$ cat config.mk
export PLATFORM = sky130hd
export DESIGN_NAME = scramble_frame_scheduler
export DESIGN_NICKNAME = d
export VERILOG_FILES = /design/src/rtl/scramble_frame_scheduler.sv
export SDC_FILE = /design/constraint.sdc
export NUM_CORES = 1
export LEC_CHECK = 0
export ABC_AREA = 1
export BUFFER_PORTS_ARGS = -buffer_cell sky130_fd_sc_hd__buf_2
export CAP_MARGIN = 20
export CELL_PAD_IN_SITES_DETAIL_PLACEMENT = 0
export CELL_PAD_IN_SITES_GLOBAL_PLACEMENT = 1
export CORE_ASPECT_RATIO = 1.25
export CORE_MARGIN = 2
export CORE_UTILIZATION = 38
export CTS_CLUSTER_DIAMETER = 40
export DETAILED_ROUTE_END_ITERATION = 6
export PLACE_DENSITY_LB_ADDON = 0.1
export SLEW_MARGIN = 15
export SYNTH_ARGS = -nofsm -noshare
export SYNTH_HDL_FRONTEND = slang
export SYNTH_SLANG_ARGS = --single-unit
export TNS_END_PERCENT = 50
$ cat constraint.sdc
create_clock -name clk -period 1.6 [get_ports clk]
set_clock_uncertainty 0.05 [all_clocks]
set_input_delay 0.24 -clock clk [delete_from_list [all_inputs] [get_ports clk]]
set_output_delay 0.24 -clock clk [all_outputs]
set_load 0.005 [all_outputs]
$ cat src/rtl/scramble_frame_scheduler.sv
// scramble_frame_scheduler
// Frame-level sequencer for the video scrambler. It drives frame_sync,
// enable and key_byte from the pixel timing, and it defers key changes and
// enable/disable requests to frame boundaries. This keeps the transmit and
// receive LFSRs in step.
//
// Optional feature macro: SCR_KEY_ROTATE_EN
//   defined   - the key rotates automatically every KEY_PERIOD completed frames
//   undefined - the key changes only through the key-load handshake
module scramble_frame_scheduler #(
    parameter int unsigned H_ACTIVE   = 320,
    parameter int unsigned V_ACTIVE   = 240,
    parameter int unsigned KEY_PERIOD = 4,
    parameter logic [7:0]  SEED       = 8'hA5
) (
    input  logic       clk,
    input  logic       reset,
    input  logic       frame_start,
    input  logic       pixel_valid,
    input  logic       scramble_en,
    input  logic       key_load_req,
    input  logic [7:0] key_load_value,
    output logic       key_load_ack,
    output logic       scr_frame_sync,
    output logic       scr_enable,
    output logic [7:0] scr_key_byte,
    output logic [7:0] frame_count,
    output logic       frame_err,
    output logic       busy
);

    localparam int unsigned     PIX_TOTAL = H_ACTIVE * V_ACTIVE;
    localparam int unsigned     PIX_W     = $clog2(PIX_TOTAL + 1);
    localparam logic [PIX_W-1:0] PIX_LAST = PIX_W'(PIX_TOTAL);

    typedef enum logic [1:0] {
        IDLE   = 2'd0,
        ARMED  = 2'd1,
        ACTIVE = 2'd2,
        FLUSH  = 2'd3
    } state_t;

    state_t           state_q, state_d;
    logic [PIX_W-1:0] pix_cnt_q, pix_cnt_d;
    logic [PIX_W-1:0] pix_inc_s;
    logic             sync_q, sync_d;
    logic             enable_q, enable_d;
    logic [7:0]       key_q, key_d;
    logic             ack_q, ack_d;
    logic [7:0]       fcnt_q, fcnt_d;
    logic             err_q, err_d;
    logic             busy_q, busy_d;
    logic             pend_full_q, pend_full_d;
    logic [7:0]       pend_key_q, pend_key_d;
    logic             boundary_s;

`ifdef SCR_KEY_ROTATE_EN
    localparam int unsigned     ROT_W   = (KEY_PERIOD < 2) ? 1 : $clog2(KEY_PERIOD + 1);
    localparam logic [ROT_W-1:0] ROT_MAX = ROT_W'(KEY_PERIOD);

    logic [ROT_W-1:0] rot_q, rot_d;

    // One step of the key LFSR: shift left, with the tap feedback entering at bit 0
    function automatic logic [7:0] next_key(input logic [7:0] k);
        return {k[6:0], k[7] ^ k[5] ^ k[4] ^ k[3]};
    endfunction
`endif

    assign pix_inc_s = pix_cnt_q + PIX_W'(1);

    // Next-state, boundary and handshake logic; all outputs are computed here and registered below
    always_comb begin
        state_d     = state_q;
        pix_cnt_d   = pix_cnt_q;
        sync_d      = 1'b0;
        enable_d    = 1'b0;
        key_d       = key_q;
        ack_d       = 1'b0;
        fcnt_d      = fcnt_q;
        err_d       = err_q;
        pend_full_d = pend_full_q;
        pend_key_d  = pend_key_q;
        boundary_s  = 1'b0;
`ifdef SCR_KEY_ROTATE_EN
        rot_d       = rot_q;
`endif

        case (state_q)
            IDLE: begin
                if (scramble_en) begin
                    state_d = ARMED;
                end else begin
                    state_d = IDLE;
                end
            end
            ARMED: begin
                // Dropping the request while armed takes effect at once,
                // because no frame is in flight yet.
                if (!scramble_en) begin
                    state_d = IDLE;
                end else if (frame_start) begin
                    boundary_s = 1'b1;
                    state_d    = ACTIVE;
                end else begin
                    state_d = ARMED;
                end
            end
            ACTIVE: begin
                if (frame_start) begin
                    // A short frame is flagged and does not count as completed.
                    // A pixel coincident with frame_start is ignored.
                    err_d = 1'b1;
                    if (scramble_en) begin
                        boundary_s = 1'b1;
                        state_d    = ACTIVE;
                    end else begin
                        pix_cnt_d = {PIX_W{1'b0}};
                        state_d   = IDLE;
                    end
                end else if (pixel_valid) begin
                    enable_d  = 1'b1;
                    pix_cnt_d = pix_inc_s;
                    if (pix_inc_s == PIX_LAST) begin
                        state_d = FLUSH;
                    end else begin
                        state_d = ACTIVE;
                    end
                end else begin
                    state_d = ACTIVE;
                end
            end
            FLUSH: begin
                if (frame_start) begin
                    fcnt_d = fcnt_q + 8'd1;
`ifdef SCR_KEY_ROTATE_EN
                    if (rot_q != ROT_MAX) begin
                        rot_d = rot_q + ROT_W'(1);
                    end else begin
                        rot_d = rot_q;
                    end
`endif
                    if (scramble_en) begin
                        boundary_s = 1'b1;
                        state_d    = ACTIVE;
                    end else begin
                        pix_cnt_d = {PIX_W{1'b0}};
                        state_d   = IDLE;
                    end
                end else if (pixel_valid) begin
                    // This is an overflow pixel. It is not scrambled.
                    err_d   = 1'b1;
                    state_d = FLUSH;
                end else begin
                    state_d = FLUSH;
                end
            end
            default: begin
                state_d = IDLE;
            end
        endcase

        // Frame boundary: emit a sync pulse, update the key and restart the pixel count
        if (boundary_s) begin
            sync_d    = 1'b1;
            pix_cnt_d = {PIX_W{1'b0}};
            if (pend_full_q) begin
                key_d       = pend_key_q;
                pend_full_d = 1'b0;
`ifdef SCR_KEY_ROTATE_EN
                rot_d       = {ROT_W{1'b0}};
            end else if (rot_d == ROT_MAX) begin
                key_d = next_key(key_q);
                rot_d = {ROT_W{1'b0}};
`endif
            end else begin
                key_d = key_q;
            end
        end else begin
            sync_d = 1'b0;
        end

        // Key-load handshake: accept a new key only when the pending slot is free
        if (key_load_req && !pend_full_q) begin
            pend_key_d  = key_load_value;
            pend_full_d = 1'b1;
            ack_d       = 1'b1;
        end else begin
            ack_d = 1'b0;
        end

        busy_d = (state_d != IDLE);
    end

    // State and output registers with asynchronous reset to the idle and seed values
    always_ff @(posedge clk or posedge reset) begin
        if (reset) begin
            state_q     <= IDLE;
            pix_cnt_q   <= {PIX_W{1'b0}};
            sync_q      <= 1'b0;
            enable_q    <= 1'b0;
            key_q       <= SEED;
            ack_q       <= 1'b0;
            fcnt_q      <= 8'd0;
            err_q       <= 1'b0;
            busy_q      <= 1'b0;
            pend_full_q <= 1'b0;
            pend_key_q  <= 8'd0;
        end else begin
            state_q     <= state_d;
            pix_cnt_q   <= pix_cnt_d;
            sync_q      <= sync_d;
            enable_q    <= enable_d;
            key_q       <= key_d;
            ack_q       <= ack_d;
            fcnt_q      <= fcnt_d;
            err_q       <= err_d;
            busy_q      <= busy_d;
            pend_full_q <= pend_full_d;
            pend_key_q  <= pend_key_d;
        end
    end

`ifdef SCR_KEY_ROTATE_EN
    // Counter of completed frames since the last key change
    always_ff @(posedge clk or posedge reset) begin
        if (reset) begin
            rot_q <= {ROT_W{1'b0}};
        end else begin
            rot_q <= rot_d;
        end
    end
`endif

    assign key_load_ack   = ack_q;
    assign scr_frame_sync = sync_q;
    assign scr_enable     = enable_q;
    assign scr_key_byte   = key_q;
    assign frame_count    = fcnt_q;
    assign frame_err      = err_q;
    assign busy           = busy_q;

endmodule

==> summary.md <==
| Metric | Value |
|---|---|
| Post-route DRC | `0` |
| Worst R2R Setup Slack | `-0.05 ns` |
| Placed cells | `445` |
| Req. time, crit path | `1.79 ns` |
| Gate Count Post-Synth | `308` |
| CP Launch Type | `flop` |
| Fin cells | `458` |
| Top FF cell, synth | `dfrtp_1` |
| Final count of hold timing violations | `0` |
| Status | `finished with violations` |
| Syn_nets | `324` |
| Post-detail-place hpwl | `4410 µm` |
| Worst skew pair latency | `0.31 ns` |
| Yosys reg bits | `49` |
| Hold_ws | `0.0716 ns` |
| Core Area | `6210 µm²` |
| Critical-path cell list | `ha_4 -> nand2_4 -> nor2_4 -> nand2_2 -> nor2_2 -> nand3_1 -> nand2_2 -> nand2_1 -> nor2_1 -> nand2_1 -> a21oi_2` |
| Final layout net count | `388` |
| Max_cap viols | `0` |
| Failing checks | `negative setup slack` |
| I/O Pins | `35` |
| Drt total wl | `5910 µm` |
| Initial antenna violation count | `0` |
| PwrDens | `1200 nW/µm²` |
| Most common cell after layout, fill and taps aside | `nand2_1` |
| Die Y | `93.9 µm` |
| Worst VDD drop | `550 µV` |
| Syn avg cell area | `7.97 µm²` |
| CP Capture Type | `flop` |
| Crit-path max cell delay | `0.43 ns` |
| Clock tree sinks | `49` |
| Setup Viol. Count Final | `1` |
| CP max FO | `5` |
| Via Count | `2141` |
| CTS buffer count | `5` |
| Arrival time worst endpoint | `1.84 ns` |
| Max-slew headroom | `73.7%` |
| Clk buf depth | `2` |
| Gr usage total | `18.0%` |
| Post-route ant nets | `0` |
| Area grow syn2layout | `28.0%` |
| Pin count of the biggest net entering global routing | `22` |
| Vias per cell | `4.67` |
| Setup tns final | `-0.0481 ns` |
| Seq/Total Area, Yosys | `50.1%` |
| Die width | `75.9 µm` |
| Drt first pass iters | `4` |
| Clock Tree Root | `clkbuf_8` |
| Final Max Slew Viols | `0` |
| WL/cell | `12.9 µm` |
| Dpl ws | `-0.122 ns` |
| Vias in the first global route | `2139` |
| CTS tree | `built` |
| Finished Cell Area | `3140 µm²` |
| Reg2reg path depth | `11` |
| IO Port Bufs | `34` |
| Max Freq | `607 MHz` |
| CP bufs+invs | `0` |
| Worst-path clk slew | `0.09 ns` |
| RSZ-0062 raised after global routing | `true` |
| Gpl congestion | `0.795` |
| Row count | `32` |
| Final setup margin | `-0.0481 ns` |
| Antenna diodes | `0` |
| Layout cells sized above 1 | `30.3%` |
| Levels on crit path | `11` |
| Synth unique cells | `29` |
| Post-synth EDFFs | `0` |
| Synth Cell Area | `2460 µm²` |
| HP Class | `in2reg` |
| Ys async rst share | `100%` |
| Placed cell areas | `2890 µm²` |
| Type of the worst setup path | `reg2reg` |
| Initial DRC Count | `88` |
| CP max-delay cell | `dfrtp_1` |
| H-tree depth | `2` |
| Final Cycle Share | `103%` |
| Lkg Pwr | `1.51 nW` |
| Die Area | `7130 µm²` |
| Initial Util | `39.6%` |
| First-pass GRT wire length | `10100 µm` |
| Most frequent cells in the layout | `108 x nand2_1, 44 x dfrtp_1, 34 x buf_2, 26 x inv_1, 21 x buf_4` |
| Period minus WS final | `1.65 ns` |
| Critical path's top delay family | `simple AND/OR/NAND/NOR gates` |
| Worst hold path depth | `3` |
| Syn. warnings | `0` |
| Grt total ovfl | `0` |
| Worst Tran Pin Value | `0.395 ns` |
cell usage after synthesis (2+ instances only):
master	instances	share of area (%)
nand2_1	115	18
nand2_2	3	0.76
o21ai_1	2	0.41
a21oi_1	3	0.61
o22ai_1	8	2.0
nand3_1	14	2.9
nor2_1	21	3.2
o21ai_0	12	2.4
dfstp_2	4	4.3
dfrtp_1	45	46
xnor2_1	4	1.4
nand4_1	11	2.8
nor2_4	6	2.8
inv_1	28	4.3
buf_4	2	0.61
ha_1	2	1.0
xor2_1	3	1.1
nor2_2	6	1.5
inv_2	9	1.4
logic make-up (layout without fill, tap and decap cells):
group / count (synthesis) / count (layout) / synth area share [%]
AO/OA/AOI/OAI: 32 / 32 / 7.95
XOR/XNOR: 7 / 7 / 2.50
adder cells (fa/ha/maj): 2 / 2 / 1.02
buffers and inverters: 40 / 105 / 6.42
flip-flops: 49 / 49 / 50.1
AND/OR/NAND/NOR: 178 / 178 / 32.0
through the flow:
step	power [mW]	util (%)
global route	4.03	50.7
global placement	2.68	46.6
finish	3.77	50.7
detailed placement	2.69	46.6
CTS	3.77	49.7
floorplan	2.25	-
per-layer routing:
metal / part of all wire (%) / GRT usage, % / vias to the layer above
met4: 2.2 / 7.12 / 0
met2: 51 / 32.3 / 41
li1: - / - / 1111
met5: 0 / 0 / -
met3: 3.0 / 2.69 / 10
met1: 44 / 21.8 / 979
flip-flops by register name, indices dropped and copies added, names as in the netlist, 2 cells and up:
register,flops
pix_cnt_q,17
state_q,2
scr_key_byte,8
frame_count,8
pend_key_q,8
worst min-delay path, cell delays in order:
cell and delay [ns]:
buf_2 0.07, nand2_1 0.04, nand2_1 0.05
path summary, 6_finish.rpt:
check                                                  from                          end
worst max-delay path               pix_cnt_q[0]$_DFFE_PP0P_         state_q[0]$_DFF_PP0_
worst min-delay path                      key_load_value[4]    pend_key_q[4]$_DFFE_PP0P_
worst max register to register     pix_cnt_q[0]$_DFFE_PP0P_         state_q[0]$_DFF_PP0_
worst min register to register  scr_key_byte[2]$_DFFE_PP1P_  scr_key_byte[2]$_DFFE_PP1P_
max in group asynchronous                             reset    pix_cnt_q[13]$_DFFE_PP0P_
min in group asynchronous                             reset   frame_count[2]$_DFFE_PP0P_
power by group:
group          total, mW  switching, mW  internal (mW)
clock               1.06          0.437          0.621
combinational      0.969          0.528          0.441
sequential          1.74          0.201           1.54
total               3.77           1.17           2.60
timing repair:
action | CTS | global route
buffers inserted | 2 | 2
hold endpoints to repair | 15 | 0
gates resized for setup | 8 | 15
endpoints found under the setup margin | 2 | 17
pin swaps | 8 | 11
hold buffers | 1 | 0
final cells by class:
cell class	instances	area, µm²
clock buffer	5	68.8
clock inverter	3	65.1
fill	626	3060
inverter	38	143
multi-input combinational	219	1140
sequential	49	1230
tap	85	106
timing repair buffer	59	389
No activity file was read; power rests on OpenSTA's default activity.
